--- src/rtl/program_loader.sv ---
// program_loader: boot-time image loader.
// Accepts a length-prefixed, XOR-checksummed byte stream, packs it into
// 32-bit words written to RAM from BASE_ADDR upward, and releases the CPU
// from reset only after the whole image is written and the checksum matches.
module program_loader #(
  parameter int ADDR_WIDTH = 16,
  parameter int BASE_ADDR  = 0
) (
  input  logic                  clk,
  input  logic                  reset,
  input  logic                  start,
  input  logic [7:0]            byte_in,
  input  logic                  byte_valid,
  output logic                  byte_ready,
  output logic                  mem_enable,
  output logic                  mem_read_write,
  output logic [ADDR_WIDTH-1:0] mem_address,
  output logic [31:0]           mem_data_in,
  output logic                  busy,
  output logic                  done,
  output logic                  error,
  output logic                  cpu_run,
  output logic [15:0]           words_written
);

  localparam logic [ADDR_WIDTH-1:0] BaseAddr = ADDR_WIDTH'(BASE_ADDR);

  typedef enum logic [2:0] {
    S_IDLE,
    S_LEN_HI,
    S_LEN_LO,
    S_DATA,
    S_WRITE,
    S_CSUM,
    S_DONE,
    S_ERROR
  } state_t;

  state_t                  state_q;
  logic [15:0]             len_q;
  logic [7:0]              xor_q;
  logic [1:0]              idx_q;
  logic [23:0]             word_q;
  logic [15:0]             words_q;
  logic                    mem_en_q;
  logic [ADDR_WIDTH-1:0]   addr_q;
  logic [31:0]             data_q;
  logic                    done_q;
  logic                    error_q;
  logic                    cpu_run_q;

  logic                    take;
  logic [7:0]              xor_d;
  logic [15:0]             len_d;
  logic [16:0]             words_inc_d;

  // Handshake and running-checksum helpers for the FSM below.
  assign take        = byte_valid && byte_ready;
  assign xor_d       = xor_q ^ byte_in;
  assign len_d       = {len_q[15:8], byte_in};
  assign words_inc_d = {1'b0, words_q} + 17'd1;

  // Status that is a pure function of the state register.
  assign byte_ready = (state_q == S_LEN_HI) || (state_q == S_LEN_LO) ||
                      (state_q == S_DATA)   || (state_q == S_CSUM);
  assign busy       = byte_ready || (state_q == S_WRITE);

  assign mem_enable     = mem_en_q;
  assign mem_read_write = mem_en_q;
  assign mem_address    = addr_q;
  assign mem_data_in    = data_q;
  assign done           = done_q;
  assign error          = error_q;
  assign cpu_run        = cpu_run_q;
  assign words_written  = words_q;

  // Loader FSM with all datapath and status registers.
  always_ff @(posedge clk or posedge reset) begin
    if (reset) begin
      state_q   <= S_IDLE;
      len_q     <= '0;
      xor_q     <= '0;
      idx_q     <= '0;
      word_q    <= '0;
      words_q   <= '0;
      mem_en_q  <= 1'b0;
      addr_q    <= '0;
      data_q    <= '0;
      done_q    <= 1'b0;
      error_q   <= 1'b0;
      cpu_run_q <= 1'b0;
    end else begin
      // NOTE: non-blocking default drops the strobe every cycle; only the
      // transition into WRITE raises it, so it is high for exactly that cycle.
      mem_en_q <= 1'b0;
      case (state_q)
        S_IDLE, S_DONE, S_ERROR: begin
          if (start) begin
            state_q   <= S_LEN_HI;
            xor_q     <= '0;
            idx_q     <= '0;
            words_q   <= '0;
            done_q    <= 1'b0;
            error_q   <= 1'b0;
            cpu_run_q <= 1'b0;
          end
        end
        S_LEN_HI: begin
          if (take) begin
            len_q[15:8] <= byte_in;
            xor_q       <= xor_d;
            state_q     <= S_LEN_LO;
          end
        end
        S_LEN_LO: begin
          if (take) begin
            len_q[7:0] <= byte_in;
            xor_q      <= xor_d;
            state_q    <= (len_d != 16'd0) ? S_DATA : S_CSUM;
          end
        end
        S_DATA: begin
          if (take) begin
            xor_q <= xor_d;
            idx_q <= idx_q + 2'd1;
            if (idx_q == 2'd3) begin
              // Last byte of the word goes straight to the write register.
              data_q   <= {word_q, byte_in};
              addr_q   <= BaseAddr + ADDR_WIDTH'(words_q);
              mem_en_q <= 1'b1;
              state_q  <= S_WRITE;
            end else begin
              word_q <= {word_q[15:0], byte_in};
            end
          end
        end
        S_WRITE: begin
          words_q <= words_inc_d[15:0];
          state_q <= (words_inc_d < {1'b0, len_q}) ? S_DATA : S_CSUM;
        end
        S_CSUM: begin
          if (take) begin
            if (byte_in == xor_q) begin
              state_q   <= S_DONE;
              done_q    <= 1'b1;
              cpu_run_q <= 1'b1;
            end else begin
              state_q <= S_ERROR;
              error_q <= 1'b1;
            end
          end
        end
        default: state_q <= S_IDLE;
      endcase
    end
  end

endmodule

--- config.mk ---
export PLATFORM = sky130hd
export DESIGN_NAME = program_loader
export DESIGN_NICKNAME = d
export VERILOG_FILES = /design/src/rtl/program_loader.sv
export SDC_FILE = /design/constraint.sdc
export NUM_CORES = 1
export LEC_CHECK = 0
export CORE_UTILIZATION = 55
export CTS_BUF_LIST = sky130_fd_sc_hd__clkbuf_4
export DETAILED_ROUTE_END_ITERATION = 16
export PLACE_DENSITY = 0.79
export SYNTH_ARGS = -nofsm -noshare
export SYNTH_HDL_FRONTEND = slang
export SYNTH_SLANG_ARGS = --single-unit
--- constraint.sdc ---
create_clock -name clk -period 7.8 [get_ports clk]
set_input_delay 0.78 -clock clk [delete_from_list [all_inputs] [get_ports clk]]
set_output_delay 0.78 -clock clk [all_outputs]
set_load 0.02 [all_outputs]
; ---- After elaboration in Yosys (flattened, before gate mapping)
; Cells that the tools add are included.
[totals]
latchBits = 0
romBits = 0
register_bits = 120
wordCells = 86
mem_bits_rw = 0
out_inout_bits = 71
mem_count = 0
[op_classes]
mul = 0
mux = 28
div_mod_pow = 0
shift = 0
n_eq_ne = 18
add_sub_neg = 2
bitwise = 2
order_cmp = 1
reduce_logical = 23
[ops]
columns = operator, n
row1 = 16-bit case mux with 2 select lines, 1
row2 = 3-bit 2-to-1 mux, 8
row3 = 3-bit case mux with 6 select lines, 1
row4 = 16-bit by 1-bit adder with 17-bit output (second input constant), 1
row5 = 17-bit by 16-bit < comparator with 1-bit output, 1
row6 = 16-bit 2-to-1 mux, 1
row7 = 8-bit 2-to-1 mux, 2
row8 = 8-bit case mux with 2 select lines, 1
row9 = 16-bit nonzero test, 1
row10 = 3-bit == test (second input constant), 4
row11 = 2-bit inequality test (second input constant), 6
row12 = 3-bit AND reduction, 4
row13 = 1-bit 2-to-1 mux, 9
row14 = 8-bit == test, 1
row15 = 4-bit AND reduction, 2
row16 = 2-bit nonzero test, 4
row17 = 8-bit bitwise XOR, 1
row18 = 3-bit by 2-bit == test with 1-bit output (second input constant), 2
row19 = 2-bit by 1-bit inequality test with 1-bit output (second input constant), 3
row20 = 2-bit AND reduction, 3
row21 = 6-bit AND reduction, 1
row22 = 3-bit OR reduction, 2
row23 = 1-bit logical OR, 4
row24 = 2-bit 2-to-1 mux, 2
row25 = 8 further kinds, 9

; ---- Logic depth before layout (Yosys ltp)
; Gate-level depths: netlist of run 1.
[depth]
ltp_word = 7
mapped_depth = 11
ltp_nobuf = 11

; ---- Least setup slack after synthesis of run 1
; Ideal clock, no wire load.
[synth_path]
path_type = register to register
from = register words_q[0] (netlist: words_written[0])
to = register state_q[2]
setup_time_ns = 0.124
required_ns = 7.676
arrival_time_ns = 2.859
stages_incl_launch_ff = 12
path_slack_ns = 4.818
cell_sequence = dfrtp_1 ha_1 nand4_1 or4_4 nor2_4 xor2_2 ha_1 a21o_1 a21oi_1 o21ai_0 o2bb2a_1 a211o_1
[synth_between]
elab_chain_cells = 4
[synth_lines]
columns = element, line
row1 = from (decl), 44  ; logic [15:0] words_q;
row2 = from (signal assigned), 138  ; words_q <= words_inc_d[15:0];
row3 = 16-bit by 1-bit adder with 17-bit output, 61  ; assign words_inc_d = {1'b0, words_q} + 17'd1;
row4 = 17-bit by 16-bit < comparator with 1-bit output, 139  ; state_q <= (words_inc_d < {1'b0, len_q}) ? S_DATA : S_CSUM;
row5 = 3-bit 2-to-1 mux, 139
row6 = 3-bit case mux with 6 select lines, 96  ; case (state_q)
row7 = to (signal assigned), 119  ; state_q <= (len_d != 16'd0) ? S_DATA : S_CSUM;
row8 = to (signal assigned), 139
row9 = to (decl), 39  ; state_t state_q;
; Every way passes these cells.
; A chain may end at the register's enable or synchronous reset.

; ---- Worst setup path in the final report of run 1
; Same ends and word-level chain as after synthesis.

==> impl_metrics.csv, run 1 <==
group,metric,value,unit
worst_setup_path,crit_chain,"ha_1, nand4_1, or4_4, nor2_4, xor2_2, ha_1, a21o_1, a21oi_1, o21ai_0, o2bb2a_1, a211o_1",
detailed_routing,vias_per_cell,5.65,
die,rows,36,
synth,ys_seq_area_frac,0.531,
finish,diodes,0,
detailed_routing,drc,0,
worst_setup_path,worstPathRequired,8.19,ns
sta,fmax,316,MHz
min_path,min_path_type,"flop to flop",
pwr,cellPowerDensity,345,mW/mm^2
die,coreArea,0.00986,sq mm
finish,synthToLayoutAreaGrowth,20.8,%
detailed_routing,avgRoutedWirePerCell,16.6,microns
cts,cts.sinks,120,
global_route,grt_overflow,0,
synth,synthCells,495,
synth,netlist_top_cells_area,"dfrtp_1 53%, mux2_2 14%, o21ai_0 4.4%",
sta,totalNegativeSetupSlack,0,ns
sta,slew_headroom,0.214,
die,dieArea,0.0107,sq mm
synth,synth_cell_types,54,
worst_setup_path,critPathMaxFanout,8,
worst_setup_path,path_buf_inv,0,
synth,ys_seq_elements,120,
detailed_routing,vias,4044,
sta,finalCriticalPeriod,3.16,ns
cts,cts-resized-gates,0,
finish,finish.instance_area,0.00684,sq mm
finish,final_cell_mix,"120 x dfrtp_1, 82 x clkdlybuf4s50_1, 71 x mux2_2",
worst_setup_path,critPathCaptureType,"flop",
detailed_routing,drtIter0Drc,207,
global_route,gr-usage-all-layers,0.244,
place,placed_area,0.00653,sq mm
place,routabilityCongestion,0.844,
sta,rsz0062_at_grt,"false",
sta,hold_viol_final,0,
global_route,grt_pass1_vias,3973,
die,initial_core_util,0.573,
detailed_routing,routed_wl,11.9,mm
sta,finalMaxSlewViolations,0,
cts,cts_root_buf,"clkbuf_4",
cts,cts_max_path_buffers,2,
worst_setup_path,cp_top_family,"compound AO/OA/AOI/OAI gates",
synth,synth_warnings,0,
finish,multiInputGateArea,0.00243,sq mm
sta,setup_viol,0,
cts,htree_levels,4,
pwr,leakage,0.00308,uW
synth,async_flop_share,1.00,
detailed_routing,ant_nets,0,
worst_setup_path,cp_common_cell,"ha_1",
sta,finalClockSkew,0.0262,ns
finish,final_nets,599,
finish,ff_latch_area,0.00300,sq mm
worst_setup_path,cp.arrival,3.56,ns
global_route,antenna_found_initial,0,
worst_setup_path,crit_path_start_kind,"flop",
worst_setup_path,critical_path_class,"flop to flop",
cts,post_cts_buffers,0,
cts,ctsHoldBuffers,0,
run_status,status,"complete, no violations",
sta,timing.final.crit_share,0.405,
worst_setup_path,crit_slowest_cell,"or4_4",
die,die_y,103,microns
synth,synth_area_per_cell,11.4,sq um
synth,synth_ff_type,"dfrtp_1",
finish,final_common_cell,"dfrtp_1",
detailed_routing,dr.pass1.iters,5,
synth,synth_top_area_frac,0.531,
cts,cts_tree,"done",
global_route,grt_max_degree,90,
cts,cts_buffers,17,
flow_run,drv_cap,0,
cts,cts.clk_slew.worst_paths,0.12,ns
pwr,vdd_drop_max,0.147,mV
synth,yosys.area.top_type,"dfrtp_1",
finish,layout-drive-gt1-share,0.204,
sta,worst_slew_pin_slew,1.18,ns
global_route,grt_pass1_wl,19.7,mm
finish,nFillCells,724,
synth,syn_area,0.00566,sq mm
sta,hold_ws,0.498,ns
place,hpwl,8.15,mm
synth,synth_edf_count,0,
die,boundaryPins,83,
cts,clock_latency,0.52,ns
worst_setup_path,slowest_delay,0.51,ns
die,die_x,103,microns
synth,synth_fp_nets,524,
place,port_buffers,82,
## worst paths after layout
kind / start / to / slack (ns) / cells after the start
setup / recovery: words_written[0] / state_q[2] / 4.64 / 11
hold / removal: mem_address[11] / mem_address[11] / 0.50 / 2
setup reg to reg: words_written[0] / state_q[2] / 4.64 / 11
hold reg to reg: mem_address[11] / mem_address[11] / 0.50 / 2
max in group asynchronous: reset / state_q[2] / 5.75 / 3
min in group asynchronous: reset / mem_enable / 0.60 / 2
## worst register-to-register path: stages (launching register included)
cell	delay (ns)
dfrtp_1	0.49
ha_1	0.29
nand4_1	0.21
or4_4	0.51
nor2_4	0.12
xor2_2	0.16
ha_1	0.27
a21o_1	0.17
a21oi_1	0.13
o21ai_0	0.12
o2bb2a_1	0.30
a211o_1	0.28
## flip-flops by register name, indices dropped and copies added (netlist names)
register       flops
word_q            24
xor_q              8
idx_q              2
cpu_run            1
state_q            3
mem_enable         1
words_written     16
len_q             16
mem_data_in       32
mem_address       16
error              1
## where the power goes
group | leakage (uW) | switching, uW | internal [uW]
logic | 0.00136 | 443 | 427
clock network | 0.000165 | 274 | 205
registers | 0.00156 | 168 | 840
## synthesized netlist by cell type, types with 11 or more instances
cell,n
mux2_2,71
xnor2_1,14
ha_1,17
clkbuf_1,11
nand2b_1,14
inv_1,24
nor2_1,25
dfrtp_1,120
nand3_1,12
a21oi_1,12
o21ai_0,50
nand2_1,38
buf_2,12
## stage by stage
step / util / power, uW / instances / worst slack (ns)
floorplan: - / 1560 / 495 / 3.83
global placement: 0.661 / 1850 / 684 / 4.59
detailed placement: 0.661 / 1890 / 684 / 4.53
CTS: 0.693 / 2370 / 716 / 4.63
global route: 0.693 / 2510 / 716 / 4.45
finish: 0.693 / 2360 / 716 / 4.64
## final cells by class
class / count / area share
clock buffers: 17 / 0.0187
well taps: 133 / 0.0243
clock inverters: 15 / 0.0267
flip-flops and latches: 120 / 0.439
repair buffers: 83 / 0.121
multi-input cells: 324 / 0.356
inverters: 24 / 0.0135
## logic make-up after synthesis
family | share of synthesized area
and+or+nand+nor | 0.111
xor gates and xnor gates | 0.0323
DFF | 0.531
adders and majority gates | 0.0376
buffers and inverters | 0.0392
AOI/OAI and AO/OA | 0.108
muxes | 0.141
## routing by layer
| metal | wire length, microns | part of all wire | global-route usage | vias to the layer above |
|---|---|---|---|---|
| li1 | - | - | - | 1890 |
| met1 | 5390 | 0.45 | 0.319 | 2006 |
| met2 | 5840 | 0.49 | 0.403 | 129 |
| met3 | 521 | 0.044 | 0.0578 | 19 |
| met4 | 106 | 0.0089 | 0.0769 | 0 |
| met5 | 0 | 0 | 0 | - |
Power figures use the tool's default switching activity.
==> run 2, diff against run 1 <==
Settings changed: CORE_UTILIZATION 55 to 51, PLACE_DENSITY 0.79 to 0.77.
Clock period 7.8 ns to 2.9 ns, I/O delays scaled along.
==> impl_metrics.csv, run 2 (synthesis results as in run 1) <==
group,metric,value,unit
cts,htree_levels,4,
detailed_routing,vias,4140,
global_route,grt_overflow,0,
worst_setup_path,critPathCaptureType,"flop",
detailed_routing,route.met3.wl,523,microns
worst_setup_path,critPathMaxFanout,3,
sta,fmax,347,MHz
place,port_buffers,82,
die,boundaryPins,83,
run_status,status,"complete, no violations",
cts,cts_tree,"done",
cts,cts_root_buf,"clkbuf_4",
pwr,cellPowerDensity,880,mW/mm^2
place,placed_cells,720,
cts,cts.sinks,120,
worst_setup_path,worstPathRequired,3.32,ns
worst_setup_path,slowest_delay,0.55,ns
cts,cts.clk_slew.worst_paths,0.11,ns
place,placed_area,0.00677,sq mm
detailed_routing,routed_wl,12.5,mm
sta,finalCriticalPeriod,2.89,ns
worst_setup_path,crit_chain,"ha_4, nand4_1, or4_4, nor2_4, xor2_2, ha_1, a21o_1, a21oi_2, o21ai_2, o2bb2a_2, a211o_1",
detailed_routing,wl_met2,6.04,mm
detailed_routing,vias_per_cell,5.49,
sta,finalMaxSlewViolations,0,
pwr,vdd_drop_max,0.524,mV
detailed_routing,dr.pass1.iters,4,
die,die_y,107,microns
finish,largest_reg_flops,32,
finish,final_common_cell,"dfrtp_1",
worst_setup_path,cp.arrival,3.31,ns
global_route,grt_max_degree,45,
min_path,min_path_type,"input pin to async pin",
global_route,antenna_found_initial,1,
cts,clock_latency,0.52,ns
sta,worst_slew_pin_slew,0.862,ns
die,die_x,107,microns
sta,hold_viol_final,0,
finish,instances_no_fill,754,
die,coreArea,0.0108,sq mm
sta,finalClockSkew,0.0145,ns
worst_setup_path,critical_path_class,"flop to flop",
finish,final_nets,630,
detailed_routing,drc,0,
sta,totalNegativeSetupSlack,0,ns
flow_run,drv_cap,0,
place,routabilityCongestion,0.883,
place,hpwl,8.95,mm
cts,cts_max_path_buffers,2,
detailed_routing,ant_nets,0,
finish,layout-drive-gt1-share,0.250,
die,rows,38,
global_route,gr-usage-all-layers,0.238,
sta,setup_viol,0,
worst_setup_path,crit_slowest_cell,"or4_4",
cts,cts_buffers,17,
die,initial_core_util,0.522,
die,dieArea,0.0115,sq mm
global_route,grt_pass1_wl,20.7,mm
worst_setup_path,crit_path_start_kind,"flop",
sta,slew_headroom,0.423,
pwr,leakage,0.00321,uW
finish,final_cell_mix,"117 x dfrtp_1, 82 x clkdlybuf4s50_1, 71 x mux2_2",
finish,finish.instance_area,0.00706,sq mm
global_route,grt_pass1_vias,4186,
detailed_routing,drtIter0Drc,270,
detailed_routing,wl_met1,5.63,mm
detailed_routing,routed.top_layer,"met4",
detailed_routing,avgRoutedWirePerCell,16.6,microns
finish,synthToLayoutAreaGrowth,24.9,%
sta,timing.final.crit_share,0.995,
[run 2: cell count changes in the layout (fill, tap and decap cells not counted), sizes merged]
cell,change
buf,+31
clkbuf,+2
clkinv,+4
clkinvlp,+2
diode,+1
inv,-9
[run 2: worst max-delay path: cells and delay by family (launching register included)]
| kind | cells | cell delay, ns |
|---|---|---|
| xor+xnor | 1 | 0.17 |
| simple gates | 3 | 0.83 |
| compound gates | 5 | 0.99 |
| flops | 1 | 0.40 |
| fa+ha+maj | 2 | 0.41 |
[run 2: power by group]
part           switching, uW  total, uW  internal (uW)
sequential               423       2690           2270
clock                    604       1110            507
combinational           1230       2420           1190
[run 2: repair_timing]
item	in CTS	in global routing
pin swaps	0	5
setup endpoints to repair	1	1
hold buffers	0	0
setup buffers	1	1
resized for setup	0	8
[run 2: per-stage QoR]
stage,setup slack (ns),utilization,hold slack [ns],power [uW]
detailed placement,-0.0145,0.624,0.473,5110
global route,-0.0345,0.652,0.179,6630
CTS,0.0278,0.648,0.148,6230
finish,0.0140,0.652,0.177,6220
global placement,0.121,0.624,0.465,4990
floorplan,0.0115,-,0.407,4190
[run 2: metal layers]
layer  vias to the layer above  global-route usage
met4                         0               0.115
met1                      2053               0.307
met3                        20              0.0472
li1                       1957                   -
met5                         -                   0
met2                       110               0.384
[run 2: final cells by class]
| class | instances | area [sq um] |
|---|---|---|
| Sequential cell | 120 | 3010 |
| Timing Repair Buffer | 114 | 1070 |
| Antenna cell | 1 | 2.50 |
| Fill cell | 872 | 3780 |
| Clock inverter | 12 | 110 |
| Inverter | 24 | 93.8 |
| Clock buffer | 19 | 143 |
| Tap cell | 140 | 175 |
| Multi-Input combinational cell | 324 | 2460 |
[run 2: path summary, 6_finish.rpt]
path	end	slack (ns)	start	cells after the start
worst min register to register	mem_address[4]	0.49	mem_address[4]	2
worst min-delay path	word_q[18]	0.18	reset	2
max in group asynchronous	words_written[7]	2.06	reset	3
min in group clk	mem_address[4]	0.49	mem_address[4]	2
worst max-delay path	state_q[2]	0.01	words_written[0]	11
worst max register to register	state_q[2]	0.01	words_written[0]	11
